## src/rtl/sm4_sbox_sched_pkg.sv

```systemverilog
// ============================================================================
// Module   : sm4_pkg
// Purpose  : Shared constants, state encoding and byte helper for the SM4
//            S-box scheduler. Honours SM4_SBOX_PIPE_EN (registered S-box).
// Revision : 1.0 - initial release
// ============================================================================
`default_nettype none
`timescale 1ns/1ps

package sm4_pkg;

    localparam int SM4_WORD_W = 32;
    localparam int SM4_BYTE_W = 8;
    localparam int SM4_NBYTES = 4;

    typedef enum logic [1:0] {
        IDLE = 2'd0,
        SUB  = 2'd1,
        DONE = 2'd2
    } sm4_state_e;

    // A registered S-box needs one extra SUB cycle to drain its output stage.
`ifdef SM4_SBOX_PIPE_EN
    localparam int SUB_CYCLES = 5;
`else
    localparam int SUB_CYCLES = 4;
`endif

    localparam int CNT_W = $clog2(SUB_CYCLES);

    function automatic logic [SM4_BYTE_W-1:0] sm4_byte(input logic [SM4_WORD_W-1:0] w,
                                                       input logic [1:0] k);
        return w[SM4_BYTE_W*(SM4_NBYTES-1-int'(k)) +: SM4_BYTE_W];
    endfunction

endpackage

`default_nettype wire

```

## src/rtl/sm4_sbox_sched_if.sv

```systemverilog
// ============================================================================
// Module   : sm4_sbox_sched_if
// Purpose  : Request/response bundle between requesters and the scheduler.
// Revision : 1.0 - initial release
// ============================================================================
`default_nettype none
`timescale 1ns/1ps

interface sm4_sbox_sched_if
    import sm4_pkg::*;
#(
    parameter int NREQ = 4,
    parameter int IDW  = $clog2(NREQ)
) ();

    logic [NREQ-1:0]            req_valid;
    logic [NREQ*SM4_WORD_W-1:0] req_data;
    logic [NREQ-1:0]            req_ready;
    logic                       rsp_valid;
    logic [SM4_WORD_W-1:0]      rsp_data;
    logic [IDW-1:0]             rsp_id;
    logic                       rsp_ready;

    modport master (
        output req_valid, req_data, rsp_ready,
        input  req_ready, rsp_valid, rsp_data, rsp_id
    );

    modport slave (
        input  req_valid, req_data, rsp_ready,
        output req_ready, rsp_valid, rsp_data, rsp_id
    );

endinterface

`default_nettype wire

```

## src/rtl/sm4_sbox_sched_rr_arb.sv

```systemverilog
// ============================================================================
// Module   : sm4_rr_arb
// Purpose  : Combinational round-robin grant, searching upward from ptr.
// Revision : 1.0 - initial release
// ============================================================================
`default_nettype none
`timescale 1ns/1ps

module sm4_rr_arb #(
    parameter int NREQ = 4,
    parameter int IDW  = $clog2(NREQ)
) (
    input  logic [NREQ-1:0] valid,
    input  logic [IDW-1:0]  ptr,
    output logic [NREQ-1:0] grant,
    output logic [IDW-1:0]  idx,
    output logic            any
);

    int             pos;
    logic [IDW-1:0] sel;

    always_comb begin
        grant = '0;
        idx   = '0;
        any   = 1'b0;
        pos   = 0;
        sel   = '0;
        for (int i = 0; i < NREQ; i++) begin
            pos = int'(ptr) + i;
            if (pos >= NREQ) begin
                pos = pos - NREQ;
            end
            sel = IDW'(pos);
            if (!any && valid[sel]) begin
                any        = 1'b1;
                grant[sel] = 1'b1;
                idx        = sel;
            end
        end
    end

endmodule

`default_nettype wire

```

## src/rtl/sm4_sbox_sched.sv

```systemverilog
// ============================================================================
// Module   : sm4_sbox_sched
// Purpose  : Round-robin scheduler sharing one 8-bit SM4 S-box across NREQ
//            tau requesters. Option macro: SM4_SBOX_PIPE_EN.
// Revision : 1.0 - initial release
// ============================================================================
`default_nettype none
`timescale 1ns/1ps

module sm4_sbox_sched
    import sm4_pkg::*;
#(
    parameter int NREQ = 4,
    parameter int IDW  = $clog2(NREQ)
) (
    input  logic                  clk,
    input  logic                  rst,
    sm4_sbox_sched_if.slave       bus,
    output logic [SM4_BYTE_W-1:0] sbox_in,
    input  logic [SM4_BYTE_W-1:0] sbox_out,
    output logic                  busy
);

    localparam logic [1:0] ST_IDLE = IDLE;
    localparam logic [1:0] ST_SUB  = SUB;
    localparam logic [1:0] ST_DONE = DONE;

    logic [1:0]            state;
    logic [CNT_W-1:0]      cnt;
    logic [SM4_WORD_W-1:0] word;
    logic [SM4_WORD_W-1:0] result;
    logic [IDW-1:0]        id;
    logic [IDW-1:0]        ptr;

    logic [NREQ-1:0]       grant;
    logic [IDW-1:0]        gidx;
    logic                  any;

    logic                  pres_en;
    logic                  cap_en;
    logic [1:0]            pres_idx;
    logic [1:0]            cap_idx;

    sm4_rr_arb #(
        .NREQ (NREQ),
        .IDW  (IDW)
    ) u_arb (
        .valid (bus.req_valid),
        .ptr   (ptr),
        .grant (grant),
        .idx   (gidx),
        .any   (any)
    );

    assign pres_idx = cnt[1:0];

    // With a registered S-box the result for byte k arrives one cycle later.
`ifdef SM4_SBOX_PIPE_EN
    assign pres_en = (cnt != CNT_W'(SUB_CYCLES-1));
    assign cap_en  = (cnt != '0);
    assign cap_idx = 2'(cnt - 1'b1);
`else
    assign pres_en = 1'b1;
    assign cap_en  = 1'b1;
    assign cap_idx = cnt[1:0];
`endif

    assign sbox_in       = (state == ST_SUB && pres_en) ? sm4_byte(word, pres_idx) : '0;
    assign bus.req_ready = (state == ST_IDLE) ? grant : '0;
    assign bus.rsp_valid = (state == ST_DONE);
    assign bus.rsp_data  = result;
    assign bus.rsp_id    = id;
    assign busy          = (state != ST_IDLE);

    always_ff @(posedge clk or posedge rst) begin
        if (rst) begin
            state  <= ST_IDLE;
            cnt    <= '0;
            word   <= '0;
            result <= '0;
            id     <= '0;
            ptr    <= '0;
        end else begin
            case (state)
                ST_IDLE: begin
                    if (any) begin
                        word  <= bus.req_data[SM4_WORD_W*int'(gidx) +: SM4_WORD_W];
                        id    <= gidx;
                        cnt   <= '0;
                        ptr   <= (gidx == IDW'(NREQ-1)) ? '0 : gidx + 1'b1;
                        state <= ST_SUB;
                    end
                end
                ST_SUB: begin
                    if (cap_en) begin
                        result[SM4_BYTE_W*(SM4_NBYTES-1-int'(cap_idx)) +: SM4_BYTE_W] <= sbox_out;
                    end
                    cnt <= cnt + 1'b1;
                    if (cnt == CNT_W'(SUB_CYCLES-1)) begin
                        state <= ST_DONE;
                    end
                end
                ST_DONE: begin
                    if (bus.rsp_ready) begin
                        state <= ST_IDLE;
                    end
                end
                default: state <= ST_IDLE;
            endcase
        end
    end

endmodule

`default_nettype wire

```

## src/flat_wrapper.sv

```systemverilog
// flat-port wrapper written by rule: the top's interface ports become plain ports
module sm4_sbox_sched_flat import sm4_pkg::*;
#(
    parameter int NREQ = 4,
    parameter int IDW  = $clog2(NREQ)
)
  (clk, rst, sbox_in, sbox_out, busy, bus_req_valid, bus_req_data, bus_rsp_ready, bus_req_ready, bus_rsp_valid, bus_rsp_data, bus_rsp_id);
  sm4_sbox_sched_if #(.NREQ(NREQ), .IDW(IDW)) bus_i ();
  input  logic clk;
  input  logic rst;
  output logic [SM4_BYTE_W-1:0] sbox_in;
  input  logic [SM4_BYTE_W-1:0] sbox_out;
  output logic busy;
  input wire logic [$bits(bus_i.req_valid)-1:0] bus_req_valid;
  input wire logic [$bits(bus_i.req_data)-1:0] bus_req_data;
  input wire logic [$bits(bus_i.rsp_ready)-1:0] bus_rsp_ready;
  output wire logic [$bits(bus_i.req_ready)-1:0] bus_req_ready;
  output wire logic [$bits(bus_i.rsp_valid)-1:0] bus_rsp_valid;
  output wire logic [$bits(bus_i.rsp_data)-1:0] bus_rsp_data;
  output wire logic [$bits(bus_i.rsp_id)-1:0] bus_rsp_id;
  assign bus_i.req_valid = bus_req_valid;
  assign bus_i.req_data = bus_req_data;
  assign bus_i.rsp_ready = bus_rsp_ready;
  assign bus_req_ready = bus_i.req_ready;
  assign bus_rsp_valid = bus_i.rsp_valid;
  assign bus_rsp_data = bus_i.rsp_data;
  assign bus_rsp_id = bus_i.rsp_id;
  sm4_sbox_sched #(.NREQ(NREQ), .IDW(IDW)) u_core (.clk(clk), .rst(rst), .bus(bus_i), .sbox_in(sbox_in), .sbox_out(sbox_out), .busy(busy));
endmodule
```

## config.mk

```make
export PLATFORM = sky130hd
export DESIGN_NAME = sm4_sbox_sched_flat
export DESIGN_NICKNAME = d
export VERILOG_FILES = /design/src/rtl/sm4_sbox_sched_pkg.sv /design/src/rtl/sm4_sbox_sched_if.sv /design/src/rtl/sm4_sbox_sched_rr_arb.sv /design/src/rtl/sm4_sbox_sched.sv /design/src/flat_wrapper.sv
export SDC_FILE = /design/constraint.sdc
export NUM_CORES = 1
export LEC_CHECK = 0
export CAP_MARGIN = 20
export CORE_MARGIN = 2
export CORE_UTILIZATION = 30
export CTS_CLUSTER_SIZE = 20
export DETAILED_ROUTE_END_ITERATION = 10
export PLACE_DENSITY = 0.62
export SYNTH_ARGS = -nofsm -noshare
export SYNTH_HDL_FRONTEND = slang
export SYNTH_SLANG_ARGS = --single-unit
export TNS_END_PERCENT = 50
```

## constraint.sdc

```tcl
create_clock -name clk -period 4.5 [get_ports clk]
set_input_delay 1.35 -clock clk [delete_from_list [all_inputs] [get_ports clk]]
set_output_delay 1.35 -clock clk [all_outputs]
set_load 0.005 [all_outputs]
```

# Word-level counts from Yosys, hierarchy flattened

Cells that the tools add are included.

Add/subtract/negate cells: 11
Multiply operators: 0
Divide/modulo/power cells: 0
Order comparisons: 12
Eq/ne operators: 7
Shift operators: 4
Mux-type cells: 42
Bitwise operators: 3
Reductions and logical operators: 16

Operators by type and width:

| operator                                                   | count |
|---|---|
| variable part select 128 x 8 -> 32 bit                     | 1 |
| negator 32 -> 33 bit                                       | 1 |
| variable shift 8 x 33 -> 32 bit, first input constant      | 1 |
| variable part select 8 x 33 -> 32 bit                      | 1 |
| bitwise mux 32 bit                                         | 1 |
| variable part select 32 x 32 -> 8 bit                      | 1 |
| two-way mux 2 bit                                          | 13 |
| two-way mux 4 bit                                          | 5 |
| less-than comparator 2 x 3 -> 1 bit, second input constant | 4 |
| two-way mux 1 bit                                          | 12 |
| OR 4 bit                                                   | 3 |
| >= comparator 3 bit, second input constant                 | 3 |
| binary-select mux 1 bit (select 2 bit)                     | 4 |
| demux 1 bit (select 2 bit)                                 | 4 |
| >= comparator 2 x 1 -> 1 bit, second input constant        | 4 |
| two-way mux 8 bit                                          | 1 |
| subtractor 2 x 1 -> 2 bit, second input constant           | 4 |
| logical AND 1 bit                                          | 7 |
| adder 2 x 2 -> 3 bit, second input constant                | 2 |
| equality test 2 bit, second input constant                 | 3 |
| one-hot mux 2 bit (3 select lines)                         | 1 |
| adder 2 x 1 -> 2 bit, second input constant                | 2 |
| != test 2 bit, second input constant                       | 2 |
| one-hot mux 2 bit (2 select lines)                         | 1 |
| 10 further kinds                                           | 14 |

Register bits: 72
Bits in latches: 0
Bits in writable memories: 0
Bits in read-only memories: 0
Input port bits: 143
Output and inout port bits: 48
Logic and storage cells: 101
Memories: 0

# Longest topological paths before layout

Gate-level depths: netlist of the first run.

Depth in word-level cells: 16
Mapped depth: 16

# By module

From an unflattened synthesis of the first run, not the netlist that was laid out.

Cells, all modules: 376
Area, all modules: 4302.9 um2

By module, submodules not included:

| module         | instances | cells an instance | area an instance (um2) | seq. area each (um2) |
|---|---|---|---|---|
| sm4_sbox_sched | 1         | 331               | 3881.2                 | 1801.7 |
| sm4_rr_arb     | 1         | 45                | 421.7                  | 0.0 |

# Worst setup path before layout of the first run

No wires, ideal clock.

Path type: register -> output
From: reg u_core.ptr[0]
To: out bus_req_ready[0]
Data arrival time: 3315 ps
Required time: 3150 ps
Slack: -165 ps
Stages on the path, launching flop included: 17
Cells stage by stage: dfrtp_1 -> buf_6 -> buf_2 -> inv_1 -> clkbuf_1 -> clkbuf_1 -> ha_1 -> buf_2 -> mux4_2 -> buf_4 -> nor2b_4 -> buf_2 -> buf_4 -> a22oi_1 -> nor2_1 -> a221oi_1 -> nor2_1

Cells in the longest elaborated chain, start to end: 15
Elaborated cells on any way between the ends: 60
Classes of those cells: add/sub (7); order compare (12); mux (28); bitwise (3); reduce/logical (10)

Ends and longest elaborated chain:

| element                                                                       | line                        | text |
|---|---|---|
| start, declared                                                               | sm4_sbox_sched.sv:33        | `logic [IDW-1:0] ptr;` |
| start signal, assigned                                                        | sm4_sbox_sched.sv:90        | `ptr <= (gidx == IDW'(NREQ-1)) ? '0 : gidx + 1'b1;` |
| parallel branches: the longest is 13 deep, another holds adder 2 x 1 -> 3 bit | n/a                         |  |
| two-way mux 4 bit *                                                           | sm4_sbox_sched_rr_arb.sv:35 | `if (!any && valid[sel]) begin` |
| two-way mux 4 bit *                                                           | sm4_sbox_sched.sv:69        | `assign bus.req_ready = (state == ST_IDLE) ? grant : '0;` |
| end, declared                                                                 | flat_wrapper.sv:17          | `output wire logic [$bits(bus_i.req_ready)-1:0] bus_req_ready;` |

Every way passes the cells marked *. The select of a mux whose other input is x is not followed.

# Worst setup path in the final report of the first run

From: in bus_req_valid[2]
To: out bus_req_ready[0]

Cells in the longest elaborated chain, start to end: 13
Elaborated cells on any way between the ends: 25
Classes of those cells: mux (16); bitwise (3); reduce/logical (6)

Ends and longest elaborated chain:

| element                                 | line                        | text |
|---|---|---|
| start, declared                         | flat_wrapper.sv:14          | `input wire logic [$bits(bus_i.req_valid)-1:0] bus_req_valid;` |
| binary-select mux 1 bit (select 2 bit)  | sm4_sbox_sched_rr_arb.sv:35 |  |
| two-way mux 1 bit (implied by the code) | sm4_sbox_sched_rr_arb.sv:35 |  |
| two-way mux 1 bit                       | sm4_sbox_sched_rr_arb.sv:35 |  |
| zero test 1 bit                         | sm4_sbox_sched_rr_arb.sv:35 |  |
| logical AND 1 bit                       | sm4_sbox_sched_rr_arb.sv:35 |  |
| two-way mux 1 bit                       | sm4_sbox_sched_rr_arb.sv:35 |  |
| zero test 1 bit                         | sm4_sbox_sched_rr_arb.sv:35 |  |
| logical AND 1 bit                       | sm4_sbox_sched_rr_arb.sv:35 |  |
| two-way mux 1 bit                       | sm4_sbox_sched_rr_arb.sv:35 |  |
| zero test 1 bit                         | sm4_sbox_sched_rr_arb.sv:35 |  |
| logical AND 1 bit                       | sm4_sbox_sched_rr_arb.sv:35 |  |
| two-way mux 4 bit *                     | sm4_sbox_sched_rr_arb.sv:35 |  |
| two-way mux 4 bit *                     | sm4_sbox_sched.sv:69        |  |

Mark *: on every way between the ends. The rest lies on a longest branch, timed or not. The select of a mux whose other input is x is not followed.

==> metrics, run 1 <==
mux share of post-synthesis cell area=0.1078; kind of critical path=input pin to output pin; fin cells=1129; I/O Pins=191; Placed Area=0.007980 sq mm; number of CTS-inserted buffers=9; leading area contributor after synthesis=dfrtp_1; switch share=0.4587; clock slew at reported path FFs=~60 ps; DIE AREA=0.02051 sq mm; num rows=50; post-synthesis sequential area ratio=0.3099; CP delay by family, top=buffers and inverters; Psw=roughly 2.7 mW; placed insts=1103; most frequent cell after synthesis=nand2_1; FFs w/ async S/R, synth=1.000; Final min period=4440 ps; synth top area cells=dfrtp_1 31%, nand2_1 11%, a22o_1 9.9%; Die H=143.2 microns; Die W=143.2 microns; Residual DRC=0; layout cells sized above 1=0.1162; # diodes=0; internal power=3.185 mW; top cells by count, synth=168 x nand2_1, 72 x dfrtp_1, 66 x a22o_1; CP Capture Type=output pin; Mean Syn Cell Area=8.488 sq um; worst hold path class=register to register; Power Density=702.6 mW/mm^2; top cell type's share of synthesized area=0.3099; Leak=3.738 nW; Critical Path Max Stage Delay=around 550 ps; Unique masters post-synth=between 50 and 60; Worst Max-Slew Pin Slew=~980 ps; Worst Path Buf+Inv=4; synthesis-to-layout area growth=44.01%; hold_ws=486.6 ps; global route overflow=0; CP Launch Type=input pin; headroom to the max-slew limit=0.3488; antenna violations before repair=0; post-synthesis simple-gate area fraction=0.2201; H-tree levels=3; antenna viol nets, final=0; first-pass GRT wire length=around 32000 microns; #FFs+latches synth=72; ys flop type=dfrtp_1; core area=between 0.015 and 0.02 sq mm; Logic pwr share=0.688; Fin Clk Skew=roughly 4.7 ps; FMAX=around 230 MHz; crit path cell chain=clkdlybuf4s15_1 -> buf_6 -> mux4_2 -> buf_6 -> a22oi_2 -> nor2_1 -> a221oi_2 -> nor2_1 -> clkdlybuf4s15_1; final hold viol count=0; Detail Placement HPWL=14820 microns; Worst EP required=3150 ps; Synth Net Count=842; FF-to-FF Start=u_core.ptr[1]; buffer depth of the longest clock path=2; Placer Congestion=between 0.7 and 0.8; Tcrit/Tclk final=0.9866; status=completed; Post-Synthesis Cell Area=a little under 0.006 sq mm; Reg2Reg Setup Slack=1210 ps; pin count of the biggest net entering global routing=73; Slew Viols, Final=0; IO buf count=190; max_cap viols=0; slowest CP cell=mux4_2; Hold Startpoint=u_core.bus.rsp_id[1]; clk root buf=clkbuf_16; count of final setup violators=0; YS warnings=0; CTS tree=yes; GRT Total Usage=0.2014; largest family of logic cells by synthesized area=compound AO/OA/AOI/OAI gates; Peak VDD IR=around 0.0004 V; clock power share=0.112; Initial DRC Count=389; Min-Delay Endpoint=u_core.bus.rsp_id[1]; fin nets=1021; final instance area=0.008373 sq mm; Initial Util=0.3088; router iterations before antenna repair=4; crit-path max FO=5; Design Power=5.883 mW; hold path cells=2; worst-skew pair later-pin latency=340 ps; WL final=roughly 21000 microns; compound-cell area share of the yosys netlist=0.2612; Avg WL per Cell=18.26 microns; sequential share of power=0.199; xor/xnor share of the synthesized area=0; vias in the first global route=5920; Post-synth EDFFs=0; adder-cell share of the synthesized area=0.03013; clk sink count=72; r2r endpoint=u_core.word[2]; WP data arrival=3090 ps; vias after detailed routing=6003; Via density=5.317; Reg2Reg Depth=12; Post-Synthesis Cells=685
## worst max path at each step
stage / start / depth (start not counted) / slack [ps] / to
6_report: bus_req_valid[2] / 9 / 60 / bus_req_ready[0]
5_1_grt: bus_req_valid[2] / 10 / -20 / bus_req_ready[1]
4_1_cts: bus_req_valid[3] / 9 / 0.3 / bus_req_ready[3]
3_5_place_dp: bus_req_valid[2] / 9 / -450 / bus_req_ready[1]
3_3_place_gp: bus_req_valid[3] / 7 / -430 / bus_req_ready[1]
2_1_floorplan: u_core.ptr[0] / 16 / 30 / bus_req_ready[0]
## placed cells by master (no fill, tap or decap), drive strengths merged, types with 3 or more instances in the layout
cell           synthesis  routed
clkdlybuf4s50          0     182
nand2                168     168
dfrtp                 72      72
a22o                  66      66
buf                   31      48
nor3                  36      36
o21ai                 36      36
mux2i                 33      33
and3                  31      31
a31oi                 31      31
a41o                  31      31
nor2                  15      15
ha                    14      14
mux4                  11      11
clkbuf                37      11
inv                   10      11
and2                   8       8
nor2b                  6       6
a21oi                  4       4
mux2                   4       4
a221oi                 4       4
clkdlybuf4s15          0       4
nand3                  4       4
a22oi                  4       4
a211oi                 3       3
clkinvlp               0       3
a21o                   3       3
## sequential cells by signal (all words and copies together), names as in the netlist
signal and cells:
u_core.state 2, u_core.bus.rsp_data 32, u_core.word 32, u_core.bus.rsp_id 2, u_core.ptr 2, u_core.cap_idx 2
## what timing repair did
| action | CTS | global route |
|---|---|---|
| hold buffers | 0 | 0 |
| gates resized for setup | 24 | 8 |
| buffers inserted | 8 | 2 |
| pin swaps | 3 | 2 |
| setup endpoints to repair | 4 | 4 |
## layout make-up
cell class	instances	area [sq um]
fill	1840	10460
multi-input combinational	535	3664
timing repair buffer	236	2271
sequential	72	1802
tap	260	325.3
clock buffer	10	229.0
clock inverter	6	45.04
inverter	10	37.54
## cell families (layout without fill, tap and decap cells)
logic type,Yosys count,after routing
flip-flops,72,72
AO/OA/AOI/OAI,193,193
adder cells (fa/ha/maj),14,14
buffers and inverters,78,262
multiplexers,48,48
AND/OR/NAND/NOR,280,280
## worst min-delay path, cell delays in order, from the launching register on
cell and delay [ps]:
dfrtp_1 340, nand2_1 50, o21ai_0 60
## metrics by stage
step                      TNS, ps  setup slack (ps)  utilization
after floorplan                 0             25.59            -
after global placement      -1653            -426.6       0.4238
after detailed placement    -1707            -452.8       0.4238
after CTS                       0            0.2773       0.4434
after global routing       -27.55            -16.23       0.4447
final                           0             60.27       0.4447
## routing by layer
layer,share of wire,wire [microns],track usage
met1,0.45,9344,0.2630
met2,0.47,9625,0.3357
met3,0.066,1370,0.05030
met4,0.013,273,0.04747
met5,0,0,0
## power groups by stage
| stage | clock, mW | sequential [mW] | combinational (mW) |
|---|---|---|---|
| after floorplan | 0 | 1.08 | 2.71 |
| after global placement | 0 | 1.18 | 3.91 |
| after detailed placement | 0 | 1.19 | 3.95 |
| after CTS | 0.679 | 1.18 | 4.05 |
| after global routing | 0.707 | 1.21 | 4.44 |
| final | 0.661 | 1.17 | 4.05 |
Power figures use the tool's default switching activity.
==> run 2: changes to the inputs <==
--- a/config.mk
+++ b/config.mk
@@ -11,6 +11,7 @@
 export CTS_CLUSTER_SIZE = 20
 export DETAILED_ROUTE_END_ITERATION = 10
 export PLACE_DENSITY = 0.62
+export RECOVER_POWER = 25
 export SYNTH_ARGS = -nofsm -noshare
 export SYNTH_HDL_FRONTEND = slang
 export SYNTH_SLANG_ARGS = --single-unit
==> run 2 against run 1 <==
Effect of this change: the flow now finishes with violations (capacitance limit, slew limit); count of clock-buffer cells in the layout stayed put; clock power hardly changed; core utilization hardly changed; die area stayed put; sequential power hardly changed; clock skew hardly changed; critical path depth stayed put; fmax stayed put; sequential share of layout area hardly changed; cell area hardly changed; global-route usage stayed put; critical endpoint unchanged; largest power group unchanged; highest routed layer unchanged.
==> metrics, run 2 (synthesis results as in run 1) <==
worst hold path class=register to register; final core occ=0.4443; Die H=between 100 and 150 microns; kind of critical path=input pin to output pin; Leak=3.731 nW; WL final=20610 microns; # diodes=0; headroom to the max-slew limit=-0.2283; Power Density=~700 mW/mm^2; GRT Total Usage=0.2014; router iterations before antenna repair=5; CTS tree=yes; vias after detailed routing=6006; Fin Clk Skew=4.674 ps; setup ws final=60.27 ps; Reg2Reg Setup Slack=1200 ps; I/O Pins=191; clk root buf=clkbuf_16; FILL cells=between 1.5k and 2k; CP Capture Type=output pin; DIE AREA=0.02051 sq mm; H-tree levels=3; Residual DRC=0; Via density=5.320; number of CTS-inserted buffers=9; max_cap viols=1; final hold viol count=0; antenna violations before repair=0; Worst Max-Slew Pin Slew=1842 ps; Setup WS pre-CTS=-452.8 ps; synthesis-to-layout area growth=43.90%; most common cell after layout, fill and taps aside=clkdlybuf4s50_1; WP data arrival=3090 ps; Design Power=approximately 6 mW; FMAX=~230 MHz; Slew Viols, Final=73; final instance area=0.008367 sq mm; global route overflow=0; Die W=143.2 microns; Peak VDD IR=0.0004109 V; vias in the first global route=5920; core area=0.01883 sq mm; Tcrit/Tclk final=0.9866; num rows=50; Placed Area=approximately 0.008 sq mm; IO buf count=190; status=finished, violations left; violated checks=capacitance limit, slew limit; clock slew at reported path FFs=60 ps; crit-path max FO=5; Initial Util=0.3088; Worst EP required=3150 ps; Avg WL per Cell=18.26 microns; worst-skew pair later-pin latency=340 ps; commonest non-fill, non-tap cells in the layout=180 x clkdlybuf4s50_1, 168 x nand2_1, 72 x dfrtp_1; pin count of the biggest net entering global routing=73; Final min period=4440 ps; Initial DRC Count=389; placed insts=1103; clk sink count=72; layout cells sized above 1=0.1139; count of final setup violators=0; fin cells=1129; antenna viol nets, final=0; fin nets=about 1.0k; CP Launch Type=input pin; Placer Congestion=between 0.7 and 0.8; buffer depth of the longest clock path=2; Detail Placement HPWL=14820 microns; first-pass GRT wire length=32360 microns
-- run 2: cell count changes in the layout (fill, tap and decap cells not counted), sizes merged --
cell and delta:
buf -2, clkbuf +2, clkdlybuf4s50 -2, clkinv +1, dlygate4sd3 +2, inv -1
-- run 2: area by class of cell --
class | instances | area, sq um | share of cell area
multi-input cells | 535 | 3664 | 0.4379
repair buffers | 236 | 2265 | 0.2707
inverters | 10 | 37.54 | 0.004486
flip-flops and latches | 72 | 1802 | 0.2153
clock buffers | 10 | 229.0 | 0.02737
clock inverters | 6 | 45.04 | 0.005384
well taps | 260 | 325.3 | 0.03888
-- run 2: final timing paths --
check | startpoint | to | depth (start not counted)
worst max-delay path | bus_req_valid[2] | bus_req_ready[0] | 9
worst min-delay path | u_core.bus.rsp_id[1] | u_core.bus.rsp_id[1] | 2
worst min register to register | u_core.bus.rsp_id[1] | u_core.bus.rsp_id[1] | 2
worst max register to register | u_core.ptr[1] | u_core.word[9] | 12
min in group asynchronous | rst | u_core.state[1] | 3
max in group asynchronous | rst | u_core.word[6] | 3
-- run 2: metrics by stage --
stage,TNS [ps],hold WS [ps]
after floorplan,0,444.8
after global placement,-1653,461.1
after detailed placement,-1707,478.5
after CTS,0,492.0
after global routing,-27.55,515.4
final,0,486.6
-- run 2: power breakdown --
| group | switching, mW | internal [mW] |
|---|---|---|
| registers | 0.236 | 0.937 |
| logic | 2.18 | 1.87 |
| clock network | 0.287 | 0.375 |
| total | 2.70 | 3.18 |
-- run 2: worst max-delay path: stages --
cell and delay (ps):
clkdlybuf4s15_1 210, buf_6 140, mux4_2 550, buf_6 160, a22oi_2 160, nor2_1 70, a221oi_2 180, nor2_1 60
clkdlybuf4s15_1 200
-- run 2: what timing repair did --
item,4_1_cts,5_1_grt
hold buffers,0,0
resized for setup,24,8
hold endpoints to repair,0,0
pin swaps,3,2
setup endpoints to repair,4,4
setup buffers,8,2
-- run 2: layer usage --
| metal | wire [microns] | part of all wire | up-vias | track usage |
|---|---|---|---|---|
| li1 | - | - | 2898 | - |
| met1 | 9347 | 0.45 | 2881 | 0.2630 |
| met2 | 9622 | 0.47 | 208 | 0.3357 |
| met3 | 1371 | 0.067 | 19 | 0.05030 |
| met4 | 273 | 0.013 | 0 | 0.04747 |
| met5 | 0 | 0 | - | 0 |
==> run 3: changes to the inputs <==
--- a/config.mk
+++ b/config.mk
@@ -12,7 +12,7 @@
 export DETAILED_ROUTE_END_ITERATION = 10
 export PLACE_DENSITY = 0.62
 export RECOVER_POWER = 25
+export REMOVE_ABC_BUFFERS = 1
 export SYNTH_ARGS = -nofsm -noshare
 export SYNTH_HDL_FRONTEND = slang
 export SYNTH_SLANG_ARGS = --single-unit
-export TNS_END_PERCENT = 50
==> run 3 against run 2 <==
Effect of this change: the flow now finishes without violations; clock skew grew 3.8 ps; core utilization rose by 0.21 points; wire length fell by 0.44%; combinational power about the same; worst hold slack barely moved.
==> metrics, run 3 (synthesis results as in run 1) <==
Fin Clk Skew=8.435 ps; IO buf count=190; CP Capture Type=output pin; CTS tree=yes; slowest CP cell=mux4_2; Residual DRC=0; Worst Path Buf+Inv=4; router iterations before antenna repair=4; worst-skew pair later-pin latency=340 ps; layout cells sized above 1=0.1231; final instance area=approximately 0.0084 sq mm; clk root buf=clkbuf_16; Tcrit/Tclk final=0.9570; Die W=143.2 microns; Via density=5.385; final core occ=0.4464; CP Launch Type=input pin; Worst Max-Slew Pin Slew=1224 ps; final hold viol count=0; Power Density=705.8 mW/mm^2; clock slew at reported path FFs=60 ps; Initial Util=0.3088; synthesis-to-layout area growth=44.59%; CP delay by family, top=multiplexers; max_cap viols=0; fin cells=1129; vias after detailed routing=between 6k and 7k; Hold Startpoint=u_core.word[6]; clk sink count=72; GRT Total Usage=0.1995; Die H=143.2 microns; Leak=around 3.8 nW; RSZ-0062 raised after global routing=no; hold_ws=487.0 ps; FF-to-FF Start=u_core.ptr[0]; # diodes=0; buffer depth of the longest clock path=2; post-route setup TNS=0 ps; number of CTS-inserted buffers=9; Hold-fix buffers, CTS=0; commonest non-fill, non-tap cells in the layout=181 x clkdlybuf4s50_1, 168 x nand2_1, 71 x dfrtp_1; WL final=20520 microns; antenna violations before repair=0; kind of critical path=input pin to output pin; first-pass GRT wire length=31770 microns; antenna viol nets, final=0; Critical Path Max Stage Delay=560 ps; H-tree levels=3; most common cell after layout, fill and taps aside=clkdlybuf4s50_1; Placed Area=0.008013 sq mm; worst hold path class=register to register; Slew Viols, Final=0; Initial DRC Count=roughly 430; I/O Pins=191; count of final setup violators=0; Placer Congestion=0.7879; FILL cells=approximately 1.9k; Worst EP required=3150 ps; crit-path max FO=5; multi-input combinational cell area=0.003684 sq mm; Sequential Area=0.001803 sq mm; status=completed; num rows=50; WP data arrival=2960 ps; crit path cell chain=buf_2 -> buf_4 -> mux4_2 -> nor2b_4 -> buf_6 -> a22oi_1 -> nor2_1 -> a221oi_2 -> nor2_1 -> buf_2; core area=0.01883 sq mm; pin count of the biggest net entering global routing=72; Final min period=4307 ps; CP startpoint=bus_req_valid[2]; fin nets=1021; Avg WL per Cell=18.18 microns; FMAX=232.2 MHz; DIE AREA=0.02051 sq mm; Peak VDD IR=0.0002472 V; Detail Placement HPWL=14410 microns; global route overflow=0; placed insts=between 1k and 1.5k; headroom to the max-slew limit=0.1842; vias in the first global route=5894
[run 3: cell types whose count changed in the layout (fill, tap and decap cells not counted), moves of 2 or more]
| cell | change |
|---|---|
| clkbuf_2 | +2 |
| clkinvlp_4 | -2 |
| buf_2 | +2 |
| clkdlybuf4s15_1 | -4 |
[run 3: tightest hold or removal path: cells and delay by family (launching register included)]
family	cells	cell delay (ps)
compound gates	1	60
flops	1	340
simple gates	1	50
[run 3: final timing paths]
| kind | endpoint | slack (ps) | depth (start not counted) |
|---|---|---|---|
| worst min register to register | u_core.word[6] | 490 | 2 |
| worst max register to register | u_core.word[1] | 1170 | 11 |
| min in group asynchronous | u_core.word[17] | 1470 | 2 |
| worst max-delay path | bus_req_ready[1] | 190 | 10 |
| worst min-delay path | u_core.word[6] | 490 | 2 |
| max in group asynchronous | u_core.ptr[0] | 1410 | 3 |
[run 3: final cells by class]
cell class	count	share of cell area
Multi-Input combinational cell	535	0.4382
Timing Repair Buffer	236	0.2686
Sequential cell	72	0.2145
Tap cell	260	0.03870
Clock buffer	10	0.02724
Clock inverter	6	0.008186
Inverter	10	0.004614
[run 3: repair_timing]
item | 4_1_cts | 5_1_grt
gates resized for setup | 23 | 15
endpoints found under the setup margin | 4 | 4
pin swaps | 4 | 3
gates cloned | 0 | 0
buffers inserted | 4 | 2
[run 3: layer usage]
layer  GRT usage  vias up  part of all wire
met5           0        -                 0
met4     0.05160        0             0.012
met3     0.04024       20             0.074
met2      0.3246      240              0.45
met1      0.2712     2908              0.46
li1            -     2912                 -
[run 3: power breakdown]
group / leakage, nW / switching (mW) / total [mW] / internal (mW)
logic: 2.69 / 2.22 / 4.08 / 1.86
registers: 0.923 / 0.188 / 1.13 / 0.937
clock network: 0.143 / 0.296 / 0.728 / 0.433
total: 3.75 / 2.71 / 5.93 / 3.23
[run 3: per-stage QoR]
| step | power [mW] | setup slack, ps |
|---|---|---|
| 6_report | 5.933 | 193.5 |
| 4_1_cts | 5.939 | 15.27 |
| 5_1_grt | 6.413 | 55.42 |
| 2_1_floorplan | 3.498 | -1042 |
| 3_5_place_dp | 5.146 | -512.7 |
| 3_3_place_gp | 5.102 | -470.6 |
